<file path="src/rtl/vending_pkg.sv">
// Shared types and constants for the coffee vending sequencer: FSM state
// encoding, recipe record and lookup, coin values and the default credit cap.
package vending_pkg;

  localparam int         CREDIT_MAX_DEFAULT = 10;
  localparam logic [4:0] COIN_100_VAL       = 5'd1;
  localparam logic [4:0] COIN_500_VAL       = 5'd5;
  localparam logic [2:0] NUM_RECIPES        = 3'd5;

  typedef enum logic [3:0] {
    ST_IDLE      = 4'd0,
    ST_WATER     = 4'd1,
    ST_COFFEE    = 4'd2,
    ST_SUGAR     = 4'd3,
    ST_MILK      = 4'd4,
    ST_CHOCOLATE = 4'd5,
    ST_DONE      = 4'd6,
    ST_REFUND    = 4'd7
  } state_t;

  // Price in credit units, durations in one-second ticks.
  typedef struct packed {
    logic [3:0] price;
    logic [3:0] water;
    logic [3:0] coffee;
    logic [3:0] sugar;
    logic [3:0] milk;
    logic [3:0] chocolate;
  } recipe_t;

  function automatic recipe_t recipe_lookup(input logic [2:0] sel);
    recipe_t r;
    r = '0;
    case (sel)
      3'd0: r = '{price: 4'd3, water: 4'd1, coffee: 4'd2, sugar: 4'd0, milk: 4'd0, chocolate: 4'd0};
      3'd1: r = '{price: 4'd4, water: 4'd3, coffee: 4'd2, sugar: 4'd0, milk: 4'd0, chocolate: 4'd0};
      3'd2: r = '{price: 4'd6, water: 4'd1, coffee: 4'd2, sugar: 4'd1, milk: 4'd2, chocolate: 4'd0};
      3'd3: r = '{price: 4'd8, water: 4'd1, coffee: 4'd2, sugar: 4'd1, milk: 4'd1, chocolate: 4'd2};
      3'd4: r = '{price: 4'd7, water: 4'd1, coffee: 4'd2, sugar: 4'd0, milk: 4'd3, chocolate: 4'd0};
      default: r = '0;
    endcase
    return r;
  endfunction

  // First ingredient step after 'from' with a nonzero duration; DONE if none.
  // Called with ST_IDLE it yields the opening step of the recipe.
  function automatic state_t next_step(input recipe_t r, input state_t from);
    state_t nx;
    nx = ST_DONE;
    if (from < ST_CHOCOLATE && r.chocolate != 4'd0) nx = ST_CHOCOLATE;
    if (from < ST_MILK      && r.milk      != 4'd0) nx = ST_MILK;
    if (from < ST_SUGAR     && r.sugar     != 4'd0) nx = ST_SUGAR;
    if (from < ST_COFFEE    && r.coffee    != 4'd0) nx = ST_COFFEE;
    if (from < ST_WATER     && r.water     != 4'd0) nx = ST_WATER;
    return nx;
  endfunction

endpackage

</file>
<file path="src/rtl/tick_timer.sv">
// Step timer: a TICK_DIV prescaler feeding a seconds counter. 'expired' is
// high during the last clock cycle of a 'target'-second interval; 'restart'
// zeroes both counters so the next cycle is the first of a new interval.
module tick_timer #(
  parameter int TICK_DIV = 50_000_000
) (
  input  logic       clock,
  input  logic       rst_n,
  input  logic       restart,
  input  logic [3:0] target,
  output logic       expired
);

  localparam int            PW       = (TICK_DIV > 1) ? $clog2(TICK_DIV) : 1;
  localparam logic [PW-1:0] PRE_LAST = PW'(TICK_DIV - 1);

  logic [PW-1:0] pre;
  logic [3:0]    secs;
  logic          tick_last;

  assign tick_last = (pre == PRE_LAST);
  assign expired   = tick_last && (secs == target - 4'd1);

  // Prescaler and seconds counter, both cleared on restart.
  always_ff @(posedge clock or negedge rst_n) begin
    if (!rst_n) begin
      pre  <= '0;
      secs <= '0;
    end else if (restart) begin
      pre  <= '0;
      secs <= '0;
    end else if (tick_last) begin
      pre  <= '0;
      secs <= secs + 4'd1;
    end else begin
      pre  <= pre + PW'(1);
    end
  end

endmodule

</file>
<file path="src/rtl/brew_sequencer.sv">
// Coffee vending controller: coin credit, selection check, change latch and
// timed valve sequencing. Optional coin refund on cancel is built when the
// macro COIN_REFUND_EN is defined; otherwise cancel is ignored.
//
// Signalling: coin_100/coin_500 are one-cycle pulses sampled every cycle;
// confirm/cancel are levels acted on at their registered rising edge;
// coin_reject/sel_error are one-cycle registered pulses; all outputs are
// registered and 'state' mirrors the FSM register for debug.
module brew_sequencer
  import vending_pkg::*;
#(
  parameter int TICK_DIV   = 50_000_000,
  parameter int CREDIT_MAX = CREDIT_MAX_DEFAULT
) (
  input  logic       clock,
  input  logic       reset,
  input  logic       coin_100,
  input  logic       coin_500,
  input  logic [2:0] coffee_type,
  input  logic       confirm,
  input  logic       cancel,
  output logic [3:0] total_coins,
  output logic [3:0] change,
  output logic       water,
  output logic       coffee,
  output logic       sugar,
  output logic       milk,
  output logic       chocolate,
  output logic       finished,
  output logic       coin_reject,
  output logic       sel_error,
  output logic [3:0] state
);

  logic [1:0] rst_sync;
  logic       rst_n;
  logic       confirm_q, confirm_q2, confirm_edge;
  logic       cancel_edge;
  state_t     cur_state, state_nx;
  logic [3:0] credit_nx, change_nx, target;
  logic [2:0] sel_q, sel_nx;
  logic       reject_nx, sel_err_nx, restart, expired;
  logic       coin_any, coin_fits, sel_ok;
  logic [4:0] coin_add, coin_sum;
  recipe_t    cur_rcp, req_rcp;

  // Reset asserts immediately and releases two clocks later.
  always_ff @(posedge clock or negedge reset) begin
    if (!reset) rst_sync <= 2'b00;
    else        rst_sync <= {rst_sync[0], 1'b1};
  end
  assign rst_n = rst_sync[1];

  // Register confirm and detect its rising edge.
  always_ff @(posedge clock or negedge rst_n) begin
    if (!rst_n) begin
      confirm_q  <= 1'b0;
      confirm_q2 <= 1'b0;
    end else begin
      confirm_q  <= confirm;
      confirm_q2 <= confirm_q;
    end
  end
  assign confirm_edge = confirm_q & ~confirm_q2;

`ifdef COIN_REFUND_EN
  logic cancel_q, cancel_q2;
  // Register cancel and detect its rising edge.
  always_ff @(posedge clock or negedge rst_n) begin
    if (!rst_n) begin
      cancel_q  <= 1'b0;
      cancel_q2 <= 1'b0;
    end else begin
      cancel_q  <= cancel;
      cancel_q2 <= cancel_q;
    end
  end
  assign cancel_edge = cancel_q & ~cancel_q2;
`else
  logic unused_cancel;
  assign unused_cancel = cancel;
  assign cancel_edge   = 1'b0;
`endif

  assign cur_rcp   = recipe_lookup(sel_q);
  assign req_rcp   = recipe_lookup(coffee_type);
  assign coin_any  = coin_100 | coin_500;
  assign coin_add  = (coin_100 ? COIN_100_VAL : 5'd0) + (coin_500 ? COIN_500_VAL : 5'd0);
  assign coin_sum  = {1'b0, total_coins} + coin_add;
  assign coin_fits = (coin_sum <= 5'(CREDIT_MAX));
  assign sel_ok    = (coffee_type < NUM_RECIPES) && (total_coins >= req_rcp.price);

  // Next state, credit/change updates, pulse requests and step duration.
  always_comb begin
    state_nx   = cur_state;
    credit_nx  = total_coins;
    change_nx  = change;
    sel_nx     = sel_q;
    reject_nx  = 1'b0;
    sel_err_nx = 1'b0;
    target     = 4'd0;
    case (cur_state)
      ST_IDLE: begin
        if (coin_any) begin
          if (coin_fits) begin
            credit_nx = coin_sum[3:0];
            change_nx = 4'd0;
          end else begin
            reject_nx = 1'b1;
          end
        end
        // An accepted confirm or refund owns credit this cycle; a coin
        // arriving alongside it is turned away.
        if (confirm_edge) begin
          if (sel_ok) begin
            change_nx = total_coins - req_rcp.price;
            credit_nx = 4'd0;
            sel_nx    = coffee_type;
            state_nx  = next_step(req_rcp, ST_IDLE);
            reject_nx = coin_any;
          end else begin
            sel_err_nx = 1'b1;
          end
        end else if (cancel_edge && total_coins != 4'd0) begin
          change_nx = total_coins;
          credit_nx = 4'd0;
          state_nx  = ST_REFUND;
          reject_nx = coin_any;
        end
      end
      ST_WATER, ST_COFFEE, ST_SUGAR, ST_MILK, ST_CHOCOLATE: begin
        reject_nx = coin_any;
        case (cur_state)
          ST_WATER:     target = cur_rcp.water;
          ST_COFFEE:    target = cur_rcp.coffee;
          ST_SUGAR:     target = cur_rcp.sugar;
          ST_MILK:      target = cur_rcp.milk;
          default:      target = cur_rcp.chocolate;
        endcase
        if (expired) state_nx = next_step(cur_rcp, cur_state);
      end
      ST_DONE: begin
        reject_nx = coin_any;
        target    = 4'd1;
        if (expired) state_nx = ST_IDLE;
      end
      default: begin
        reject_nx = coin_any;
        state_nx  = ST_IDLE;
      end
    endcase
  end

  assign restart = (state_nx != cur_state);

  tick_timer #(.TICK_DIV(TICK_DIV)) u_timer (
    .clock   (clock),
    .rst_n   (rst_n),
    .restart (restart),
    .target  (target),
    .expired (expired)
  );

  // State, credit/change and registered outputs decoded from the next state.
  always_ff @(posedge clock or negedge rst_n) begin
    if (!rst_n) begin
      cur_state   <= ST_IDLE;
      total_coins <= 4'd0;
      change      <= 4'd0;
      sel_q       <= 3'd0;
      water       <= 1'b0;
      coffee      <= 1'b0;
      sugar       <= 1'b0;
      milk        <= 1'b0;
      chocolate   <= 1'b0;
      finished    <= 1'b0;
      coin_reject <= 1'b0;
      sel_error   <= 1'b0;
    end else begin
      cur_state   <= state_nx;
      total_coins <= credit_nx;
      change      <= change_nx;
      sel_q       <= sel_nx;
      water       <= (state_nx == ST_WATER);
      coffee      <= (state_nx == ST_COFFEE);
      sugar       <= (state_nx == ST_SUGAR);
      milk        <= (state_nx == ST_MILK);
      chocolate   <= (state_nx == ST_CHOCOLATE);
      finished    <= (state_nx == ST_DONE);
      coin_reject <= reject_nx;
      sel_error   <= sel_err_nx;
    end
  end

  assign state = cur_state;

endmodule

</file>
<file path="config.mk">
export PLATFORM = sky130hd
export DESIGN_NAME = brew_sequencer
export DESIGN_NICKNAME = d
export VERILOG_FILES = /design/src/rtl/vending_pkg.sv /design/src/rtl/tick_timer.sv /design/src/rtl/brew_sequencer.sv
export SDC_FILE = /design/constraint.sdc
export NUM_CORES = 1
export LEC_CHECK = 0
export BUFFER_PORTS_ARGS = -buffer_cell sky130_fd_sc_hd__buf_2
export CORE_ASPECT_RATIO = 0.8
export CORE_UTILIZATION = 55
export CTS_BUF_LIST = sky130_fd_sc_hd__clkbuf_4 sky130_fd_sc_hd__clkbuf_8
export DETAILED_ROUTE_END_ITERATION = 7
export PLACE_DENSITY_LB_ADDON = 0.2
export SYNTH_ARGS = -nofsm -noshare
export SYNTH_HDL_FRONTEND = slang
export SYNTH_SLANG_ARGS = --single-unit
export TNS_END_PERCENT = 20
</file>
<file path="constraint.sdc">
create_clock -name clock -period 1.8 [get_ports clock]
set_input_delay 0.18 -clock clock [delete_from_list [all_inputs] [get_ports clock]]
set_output_delay 0.18 -clock clock [all_outputs]
set_load 0.03 [all_outputs]
</file>
# Word-level counts from Yosys, hierarchy flattened

Cells that the tools add are included.
W data, S select, Z words.

Flip-flop bits (word level): 57
Input port bits: 9
Output and inout bits: 20

Add/sub/neg operators: 6
$lt $le $gt $ge: 8
Eq/ne operators: 23
Muxes and demuxes: 41
Bitwise gates (word level): 3
Reductions and logical operators: 23

Operator list:

| cell                    | count |
|---|---|
| $pmux W24 S5            | 1 |
| $pmux W18 S5            | 1 |
| $mux W4                 | 22 |
| $mux W26                | 2 |
| $reduce_bool A4 Y1      | 10 |
| $add A26 B1 Y26 const B | 1 |
| $eq A26 B26 Y1 const B  | 1 |
| $eq A4 B3 Y1 const B    | 6 |
| $eq A4 B2 Y1 const B    | 4 |
| $pmux W4 S4             | 1 |
| $eq A3 B2 Y1 const B    | 4 |
| $pmux W4 S3             | 1 |
| $mux W1                 | 9 |
| $eq A4 B1 Y1 const B    | 2 |
| $lt A4 B2 Y1 const B    | 2 |
| $lt A4 B3 Y1 const B    | 2 |
| $pmux W4 S2             | 1 |
| $logic_and A1 B1 Y1     | 7 |
| $eq A3 B1 Y1 const B    | 2 |
| $eq A3 B3 Y1 const B    | 2 |
| $logic_not A3 Y1        | 2 |
| $add A4 B4 Y5           | 1 |
| $le A5 B4 Y1 const B    | 1 |
| $reduce_or A5 Y1        | 1 |
| other kinds (17)        | 18 |

# Longest topological paths before layout

Gate-level depths: netlist (run 1).

Depth after elaboration: 13
Depth in mapped cells: 15
Depth with buffers taken out: 14

# Modules after synthesis

From an unflattened synthesis (run 1), not the netlist that was laid out.

Cell total of the unflattened synthesis: 347
Area, all modules: 3424.5 sq um

Modules (own cells, without submodules):

| module         | times used | cells each | area an instance (sq um) | sequential area each (sq um) |
|---|---|---|---|---|
| brew_sequencer | 1          | 168        | 1714.1                   | 675.6 |
| tick_timer     | 1          | 179        | 1710.4                   | 750.7 |

# Worst setup path after synthesis (run 1)

OpenSTA, ideal clock, no wires.

Kind: flip-flop to flip-flop
Start point: register cur_state[0], in the netlist state[0]
End point: register water
Setup time: 0.127 ns
Arrival: 3.225 ns
Required time: 1.673 ns
Setup slack: -1.551 ns
Cell stages (with the launch flop): 14
Cells stage by stage: dfrtp_1 buf_2 inv_1 nor4b_1 a31oi_1 o311ai_0 o211ai_1 ha_1 xor2_1 o21ai_0 or4_1 nand3b_4 mux2_2 nor3b_2

Longest elaborated chain between the ends: 10
Elaborated cells on any way between the ends: 34
Classes of those cells: add/sub: 1; order compare: 5; eq/ne: 8; mux: 12; reduce/logical: 8

RTL lines:

| what                                                                  | RTL line              | text |
|---|---|---|
| start, declared                                                       | brew_sequencer.sv:39  | `state_t cur_state, state_nx;` |
| start signal, assigned                                                | brew_sequencer.sv:180 | `cur_state <= state_nx;` |
| parallel branches: the longest is 8 deep, another holds $sub A4 B1 Y4 | n/a                   |  |
| $pmux W4 S3 *                                                         | brew_sequencer.sv:102 | `case (cur_state)` |
| $eq A4 B1 Y1 *                                                        | brew_sequencer.sv:184 | `water <= (state_nx == ST_WATER);` |
| end signal, assigned                                                  | brew_sequencer.sv:184 |  |
| end, declared                                                         | brew_sequencer.sv:24  | `output logic water,` |

Every way passes the cells marked *.
A chain may end at the register's enable or synchronous reset.

# Worst setup path in the final report (run 1)

Start point: register sel_q[2]
End point: register water

Longest elaborated chain between the ends: 12
Elaborated cells on any way between the ends: 30
Classes of those cells: add/sub: 1; eq/ne: 6; mux: 11; reduce/logical: 12

RTL lines:

| what                                                                  | RTL line              | text |
|---|---|---|
| start, declared                                                       | brew_sequencer.sv:41  | `logic [2:0] sel_q, sel_nx;` |
| start signal, assigned                                                | brew_sequencer.sv:183 | `sel_q <= sel_nx;` |
| $eq A3 B3 Y1, or another cell as far along                            | vending_pkg.sv:34     | `case (sel)` |
| $pmux W18 S5 *                                                        | vending_pkg.sv:34     |  |
| parallel branches: the longest is 8 deep, another holds $sub A4 B1 Y4 | n/a                   |  |
| $pmux W4 S3 *                                                         | brew_sequencer.sv:102 |  |
| $eq A4 B1 Y1 *                                                        | brew_sequencer.sv:184 |  |

Marked as above.

==> results of run 1 <==
## per-stage QoR
stage	hold WS, ns	utilization [%]	instance area, um^2
global route	0.1350	83.96	4715
CTS	0.1363	82.49	4632
detailed placement	-0.03091	77.41	4347
global placement	-0.03583	77.41	4347
finish	0.1450	83.96	4715
floorplan	-0.1156	-	3322
## cells by family after synthesis
group / count (synthesis) / share of synthesized area (%)
other cells: 2 / 0.2281
compound gates: 55 / 12.66
fa+ha+maj: 11 / 4.637
simple gates: 155 / 26.42
buf+inv: 20 / 2.964
mux: 4 / 1.254
flops: 57 / 43.33
xor+xnor: 32 / 8.514
## metal layers
metal / global-route usage (%) / vias up / routed length, um
li1: - / 1485 / -
met1: 38.49 / 1479 / 3745
met2: 49.15 / 85 / 4249
met3: 8.868 / 25 / 407
met4: 11.47 / 0 / 230
met5: 0 / - / 0
## power by group through the flow
| stage | registers (mW) | logic [mW] | clock network [mW] |
|---|---|---|---|
| 2_1_floorplan | 1.70 | 0.880 | 0 |
| 3_3_place_gp | 1.53 | 1.80 | 0 |
| 3_5_place_dp | 1.53 | 1.84 | 0 |
| 4_1_cts | 1.52 | 1.93 | 1.26 |
| 5_1_grt | 1.53 | 2.24 | 1.32 |
| 6_report | 1.52 | 2.07 | 1.24 |
## critical path, stage by stage (launching register included)
cell	delay (ns)
dfrtp_2	0.45
nor4b_2	0.27
a31oi_1	0.07
o311ai_1	0.31
o211ai_1	0.16
ha_1	0.24
nor3_1	0.21
o21ai_1	0.12
or4_1	0.44
nand3b_4	0.22
mux2_4	0.35
nor3b_2	0.15
## cell type report
| type | count | area [um^2] | share of cell area, % |
|---|---|---|---|
| clock buffer | 10 | 137.6 | 2.919 |
| clock inverter | 6 | 66.31 | 1.407 |
| inverter | 11 | 47.55 | 1.008 |
| multi-input combinational | 259 | 1887 | 40.02 |
| sequential | 57 | 1433 | 30.39 |
| tap | 78 | 97.59 | 2.070 |
| timing repair buffer | 144 | 1046 | 22.19 |
## cell usage after synthesis (2+ instances only)
library cell  number  area, um^2
nor3b_1            4       30.03
a21o_1             4       30.03
or2_2              3       18.77
o21a_1             3       22.52
nand3b_1           2       15.01
o21ai_0            9       45.04
dfrtp_1           57        1426
and2_1             5       31.28
buf_6              2       22.52
nand2b_1           2       12.51
buf_2              5       25.02
a22o_1             6       52.55
a21oi_1           11       55.05
nand4_1            7       43.79
fa_1               2       40.04
mux2i_1            3       30.03
xor2_1            20       175.2
and4_1             5       43.79
nand3_1           12       60.06
o2bb2ai_1          2       17.52
nor3_1            10       50.05
xnor2_1           12       105.1
o31ai_1            2       15.01
conb_1             2       7.510
ha_1               9       112.6
nand2_1           26       97.59
nor3_2             2       20.02
nor2b_1            5       31.28
inv_1             10       37.54
nor2_1            45       168.9
a31oi_1            2       12.51
nor4b_1            5       43.79
a211oi_1           2       15.01
or3_1              3       18.77
and3_1             7       43.79
## layout by cell type (no fill, tap or decap), types with 3 or more instances in the layout
cell type   count
nor3b_1         4
xor2_1         20
buf_6           4
dfrtp_1        52
o21a_1          3
nor4b_2         3
nor2_1         44
ha_1            7
xnor2_1        12
inv_1           9
o21ai_0         7
or3_1           3
dfrtp_2         5
buf_2          27
nand2_1        26
and4_1          5
a21o_1          4
o21ai_1         3
nor3_1          8
and3_1          7
nor4b_1         3
a22o_1          6
buf_4         110
nand3_1        12
clkbuf_8       10
a21oi_1         9
and2_1          4
nor2b_1         5
clkinvlp_4      4
nand4_1         7
## worst paths after layout
check	endpoint	startpoint	cells after the start	slack, ns
setup / recovery	water	sel_q[2]	11	-1.31
hold / removal	rst_sync[1]	reset	2	0.14
setup reg to reg	water	sel_q[2]	11	-1.31
hold reg to reg	u_timer.pre[4]	rst_sync[1]	0	0.17
max in group asynchronous	state[2]	rst_sync[1]	1	1.08
min in group clock	sel_q[2]	coffee_type[2]	4	0.18
## what timing repair did
item                                   4_1_cts  5_1_grt
setup buffers                                1        2
pin swaps                                   17        8
endpoints found under the hold margin        3        0
cloned                                       0        0
gates resized for setup                     14       14
hold buffers                                 2        0
setup endpoints to repair                   52       52
## sequential cells by signal, summed over array words and instances, names as in the netlist
signal	flops
sugar	1
total_coins	4
finished	1
sel_q	3
u_timer.pre	26
change	4
coin_reject	1
coffee	1
u_timer.secs	4
sel_error	1
confirm_q	1
milk	1
state	4
confirm_q2	1
chocolate	1
rst_sync	2
water	1
==> metrics.csv, run 1 <==
stage,metric,value,unit
outcome,outcome,finished with violations,
outcome,violated_checks,setup timing,
setup_path,critPathCaptureType,flip-flop,
power,netSwitchingPower,1.694,mW
placed_design,detailed_place_hpwl,6.105,mm
setup_path,start_kind,flip-flop,
finish,area_growth,43.22,%
power,pwr-share-clk,25.6,%
timing,report.final.hold_viol_count,0,
timing,post-route-min-period,3.112,ns
power,switching_power_share_of_the_total,35.16,%
timing,max-slew-margin-rel,66.02,%
min_path,holdCritPathClass,in2async,
timing,rsz0062_at_grt,yes,
route,post-route-drc-count,0,
floorplanning,dieArea,6300,um^2
synth,synth_nets,356,
synth,yosysUniqueCellTypes,65,
timing,fin_ws,-1.312,ns
synth,synth_seq_cells,57,
synth,synthesized_cell_area,3292,um^2
clock_tree,h-tree-depth,3,
route,routedWlPerCell,15.28,um
synth,yosysWarningCount,0,
clock_tree,clock_tree.buffer_depth,2,
finish,insertedDiodeCount,0,
setup_path,worstSetupPathType,reg2reg,
clock_tree,number_of_clock_buffers_inserted_by_tritoncts,9,
synth,synth_sequential_area_ratio,43.33,%
floorplanning,core_area,5615,um^2
global_routing,vias_in_the_first_global_route,3132,
route,via_per_inst,5.441,
global_routing,grt_first_pass_wirelength,14.30,mm
finish,post_layout_nonfiller_instances,565,
floorplanning,ioPinCount,29,
setup_path,worst-path-max-fanout,7,
floorplanning,placementRows,24,
setup_path,critical_path_required,2.02,ns
global_routing,global_route.usage.total,30.36,%
timing,post-route-period-util,172.9,%
synth,synth_enable_flop_cells,0,
route,dr.pass1.iters,4,
power,power.share.combinational,42.9,%
power,vdd.ir_drop.worst,1163,uV
timing,maxClockFrequency,321.3,MHz
power,p_leak,2.239,nW
placed_design,placement.setup.worst_slack,-1.284,ns
route,dr_total_vias,3074,
route,route.final.wire_length,8.634,mm
power,power.sequential.fraction,31.5,%
clock_tree,clock_latency,0.35,ns
synth,postSynth.asyncResetShare,100.0,%
placed_design,placed_cells_incl_taps,544,
finish,design.final.nets,502,
power,internal_power,3.124,mW
floorplanning,fp.dieW,88.50,um
timing,clock_skew,0.009386,ns
timing,final.setup.tns,-30.36,ns
setup_path,cp_arrival,3.34,ns
global_routing,grt_overflow,0,
clock_tree,cts.sinks,57,
placed_design,total_of_buffers_placed_on_input_and_output_ports,27,
clock_tree,ctsRootBufferMaster,clkbuf_8,
finish,final.fill_count,326,
global_routing,number_of_antenna_violations_at_the_first_check_in_global_routing,0,
floorplanning,die_height,71.20,um
synth,synthesized_instance_count,336,
power,p_total,4.818,mW
route,drt_first_iter_violations,215,
synth,syn_area_per_cell,9.797,um^2
power,power_density,1022,nW/um^2
timing,worst-slew-pin-transition,0.5086,ns
run,drv.max_cap_violation_count,0,
finish,final_layout_size_suffix_gt1_share,40.66,%
placed_design,final_replace_weighted_congestion,0.8641,
global_routing,largest_net_degree_at_the_start_of_global_routing,41,
synth,synth_top_flop_cell,dfrtp_1,
clock_tree,cts_tree,yes,
clock_tree,worst_setup_hold_path_clk_slew,0.07,ns
timing,setup_viol,52,
route,drtAntennaViolNets,0,
floorplanning,start_util,58.62,%
timing,slew_violations,0,
No activity file was read; power rests on OpenSTA's default activity.
==> run 2, diff against run 1 <==
--- a/config.mk
+++ b/config.mk
@@ -8,8 +8,8 @@
 export BUFFER_PORTS_ARGS = -buffer_cell sky130_fd_sc_hd__buf_2
 export CORE_ASPECT_RATIO = 0.8
 export CORE_UTILIZATION = 55
-export CTS_BUF_LIST = sky130_fd_sc_hd__clkbuf_4 sky130_fd_sc_hd__clkbuf_8
 export DETAILED_ROUTE_END_ITERATION = 7
+export GPL_TIMING_DRIVEN = 0
 export PLACE_DENSITY_LB_ADDON = 0.2
 export SYNTH_ARGS = -nofsm -noshare
 export SYNTH_HDL_FRONTEND = slang
==> run 2 against run 1 <==
Compared with the run above:
- the run still ends with setup timing left
- combinational power is 26% lower
- fmax fell by 3.1%
- die area unchanged
- final cell count shrank 17%
- clock-buffer cell count is 2 higher
- core utilization down 11 points
- worst setup slack got worse by 0.10 ns
- wire length down 16%
- register-to-register slack worse by 0.10 ns
- critical endpoint unchanged
- largest cell class unchanged
- highest routed layer unchanged
==> metrics.csv, run 2 (synthesis gave the netlist of run 1 again) <==
stage,metric,value,unit,change
timing,fin_ws,-1.413,ns,was -1.312 ns
timing,post-route-min-period,3.213,ns,was 3.112 ns
floorplanning,placementRows,24,,unchanged
setup_path,worstSetupPathType,reg2reg,,unchanged
placed_design,detailed_place_hpwl,4.836,mm,was 6.105 mm
floorplanning,dieArea,6300,um^2,unchanged
finish,registers.top_by_ff_count,u_timer.pre,,unchanged
route,drtAntennaViolNets,0,,unchanged
finish,layout_common_cells,"dfrtp_1 (53), nor2_1 (43), buf_2 (29), nand2_1 (26), xor2_1 (19)",,"was buf_4 (110), dfrtp_1 (52), nor2_1 (44), buf_2 (27), nand2_1 (26)"
route,dr_total_vias,2693,,was 3074
route,routedWlPerCell,15.36,um,was 15.28 um
finish,fin_util,72.97,%,was 83.96%
setup_path,cp_arrival,3.42,ns,was 3.34 ns
clock_tree,clock_tree.buffer_depth,2,,unchanged
route,post-route-drc-count,0,,unchanged
finish,design.final.nets,407,,was 502
timing,max-slew-margin-rel,60.87,%,was 66.02%
clock_tree,ctsRootBufferMaster,clkbuf_8,,unchanged
timing,worst-slew-pin-transition,0.5857,ns,was 0.5086 ns
timing,setup_viol,51,,was 52
timing,final.setup.tns,-33.50,ns,was -30.36 ns
finish,final.fill_count,414,,was 326
finish,layout_commonest_cell,dfrtp_1,,was buf_4
setup_path,worst-path-max-fanout,4,,was 7
placed_design,final_replace_weighted_congestion,0.8727,,was 0.8641
global_routing,number_of_antenna_violations_at_the_first_check_in_global_routing,0,,unchanged
route,via_per_inst,5.730,,was 5.441
setup_path,start_kind,flip-flop,,unchanged
timing,post-route-period-util,178.5,%,was 172.9%
global_routing,grt_first_pass_wirelength,12.18,mm,was 14.30 mm
clock_tree,worst_setup_hold_path_clk_slew,0.07,ns,about the same
setup_path,critical_path_required,2.01,ns,was 2.02 ns
route,route.final.wire_length,7.220,mm,was 8.634 mm
finish,insertedDiodeCount,0,,unchanged
placed_design,placed_cells_incl_taps,442,,was 544
timing,clock_skew,0.01412,ns,was 0.009386 ns
finish,largest_reg_flops,26,,unchanged
floorplanning,start_util,58.62,%,unchanged
placed_design,placement.setup.worst_slack,-1.644,ns,was -1.284 ns
setup_path,path_cells,buf_6 -> clkinvlp_4 -> nor4b_4 -> a31oi_1 -> o311ai_1 -> o211ai_1 -> ha_1 -> xor2_2 -> o21ai_2 -> or4_4 -> nand3b_4 -> mux2_4 -> nor3b_2,,was nor4b_2 -> a31oi_1 -> o311ai_1 -> o211ai_1 -> ha_1 -> nor3_1 -> o21ai_1 -> or4_1 -> nand3b_4 -> mux2_4 -> nor3b_2
timing,rsz0062_at_grt,yes,,unchanged
route,dr.pass1.iters,4,,unchanged
setup_path,timing.critical_path.slowest_stage_cell,or4_4,,was dfrtp_2
floorplanning,core_area,5615,um^2,unchanged
timing,slew_violations,0,,unchanged
clock_tree,cts_tree,yes,,unchanged
clock_tree,h-tree-depth,3,,unchanged
finish,final_layout_size_suffix_gt1_share,27.30,%,was 40.66%
min_path,holdCritPathClass,in2reg,,was in2async
power,p_leak,1.809,nW,was 2.239 nW
finish,multiInputGateArea,1949,um^2,was 1887 um^2
route,drt_first_iter_violations,202,,was 215
global_routing,global_route.usage.total,25.72,%,was 30.36%
power,vdd.ir_drop.worst,833.7,uV,was 1163 uV
setup_path,critical_path_max_stage_delay,0.42,ns,was 0.45 ns
timing,report.final.hold_viol_count,0,,unchanged
run,drv.max_cap_violation_count,0,,unchanged
global_routing,grt_overflow,0,,unchanged
floorplanning,ioPinCount,29,,unchanged
setup_path,cpLargestDelayFamily,simple AND/OR/NAND/NOR gates,,unchanged
floorplanning,die_height,71.20,um,unchanged
clock_tree,cts.sinks,57,,unchanged
floorplanning,fp.dieW,88.50,um,unchanged
setup_path,path_buf_inv,2,,was 0
timing,maxClockFrequency,311.2,MHz,was 321.3 MHz
finish,post_layout_nonfiller_instances,470,,was 565
power,power_density,1083,nW/um^2,was 1022 nW/um^2
placed_design,total_of_buffers_placed_on_input_and_output_ports,27,,unchanged
outcome,outcome,finished with violations,,unchanged
finish,area_growth,24.48,%,was 43.22%
clock_tree,number_of_clock_buffers_inserted_by_tritoncts,9,,unchanged
clock_tree,clock_latency,0.34,ns,was 0.35 ns
outcome,violated_checks,setup timing,,unchanged
global_routing,largest_net_degree_at_the_start_of_global_routing,40,,was 41
setup_path,critPathCaptureType,flip-flop,,unchanged
finish,sequential_cell_area,1431,um^2,was 1433 um^2
global_routing,vias_in_the_first_global_route,2613,,was 3132
timing,hold_slack,0.1147,ns,was 0.1450 ns
## run 2: changes by cell type in the layout (fill, tap and decap cells not counted), moves of 3 or more
cell	delta
buf_4	-100
buf_8	+3
nor3_1	-3
nor3_2	+3
o21ai_1	-3
## run 2: what timing repair did
action | CTS | global route
cloned | 0 | 0
setup endpoints to repair | 52 | 52
pin swaps | 23 | 9
hold endpoints to repair | 3 | 0
gates resized for setup | 30 | 13
buffers inserted | 9 | 1
hold buffers | 2 | 0
## run 2: layer usage
metal	GRT usage [%]	vias to the layer above	wire length, um
met1	35.77	1310	3372
met4	9.857	0	148
met2	38.12	74	3376
met5	0	-	0
met3	7.351	16	323
li1	-	1293	-
## run 2: cell type report
| cell class | instances | share of cell area [%] |
|---|---|---|
| Buffer | 9 | 2.351 |
| Clock buffer | 12 | 3.542 |
| Clock inverter | 4 | 1.863 |
| Inverter | 11 | 1.160 |
| Multi-Input combinational cell | 259 | 47.57 |
| Sequential cell | 57 | 34.93 |
| Tap cell | 78 | 2.382 |
| Timing Repair Buffer | 40 | 6.198 |
## run 2: worst paths after layout
check	slack, ns	depth (start not counted)	startpoint	endpoint
hold reg to reg	0.20	0	rst_sync[1]	change[3]
min in group asynchronous	0.15	2	reset	rst_sync[0]
setup / recovery	-1.41	13	state[0]	water
hold / removal	0.11	3	coffee_type[2]	sel_q[2]
max in group asynchronous	1.03	1	rst_sync[1]	state[1]
setup reg to reg	-1.41	13	state[0]	water
## run 2: power by group
part / total [mW] / switching [mW] / leakage (nW) / internal, mW
Sequential: 1.55 / 0.143 / 0.762 / 1.41
Clock: 1.35 / 0.527 / 0.107 / 0.821
Combinational: 1.54 / 0.881 / 0.940 / 0.660
## run 2: worst reg2reg max path, stage by stage, from the launching register on
cell and delay [ns]:
dfrtp_2 0.36, buf_6 0.12, clkinvlp_4 0.11, nor4b_4 0.25, a31oi_1 0.07, o311ai_1 0.33, o211ai_1 0.16, ha_1 0.34
xor2_2 0.15, o21ai_2 0.08, or4_4 0.42, nand3b_4 0.21, mux2_4 0.34, nor3b_2 0.15
## run 2: stage by stage
stage,power [mW],instance area [um^2]
6_report,4.438,4098
5_1_grt,4.661,4098
4_1_cts,4.362,4028
3_5_place_dp,2.883,3576
3_3_place_gp,2.847,3555
2_1_floorplan,2.583,3322
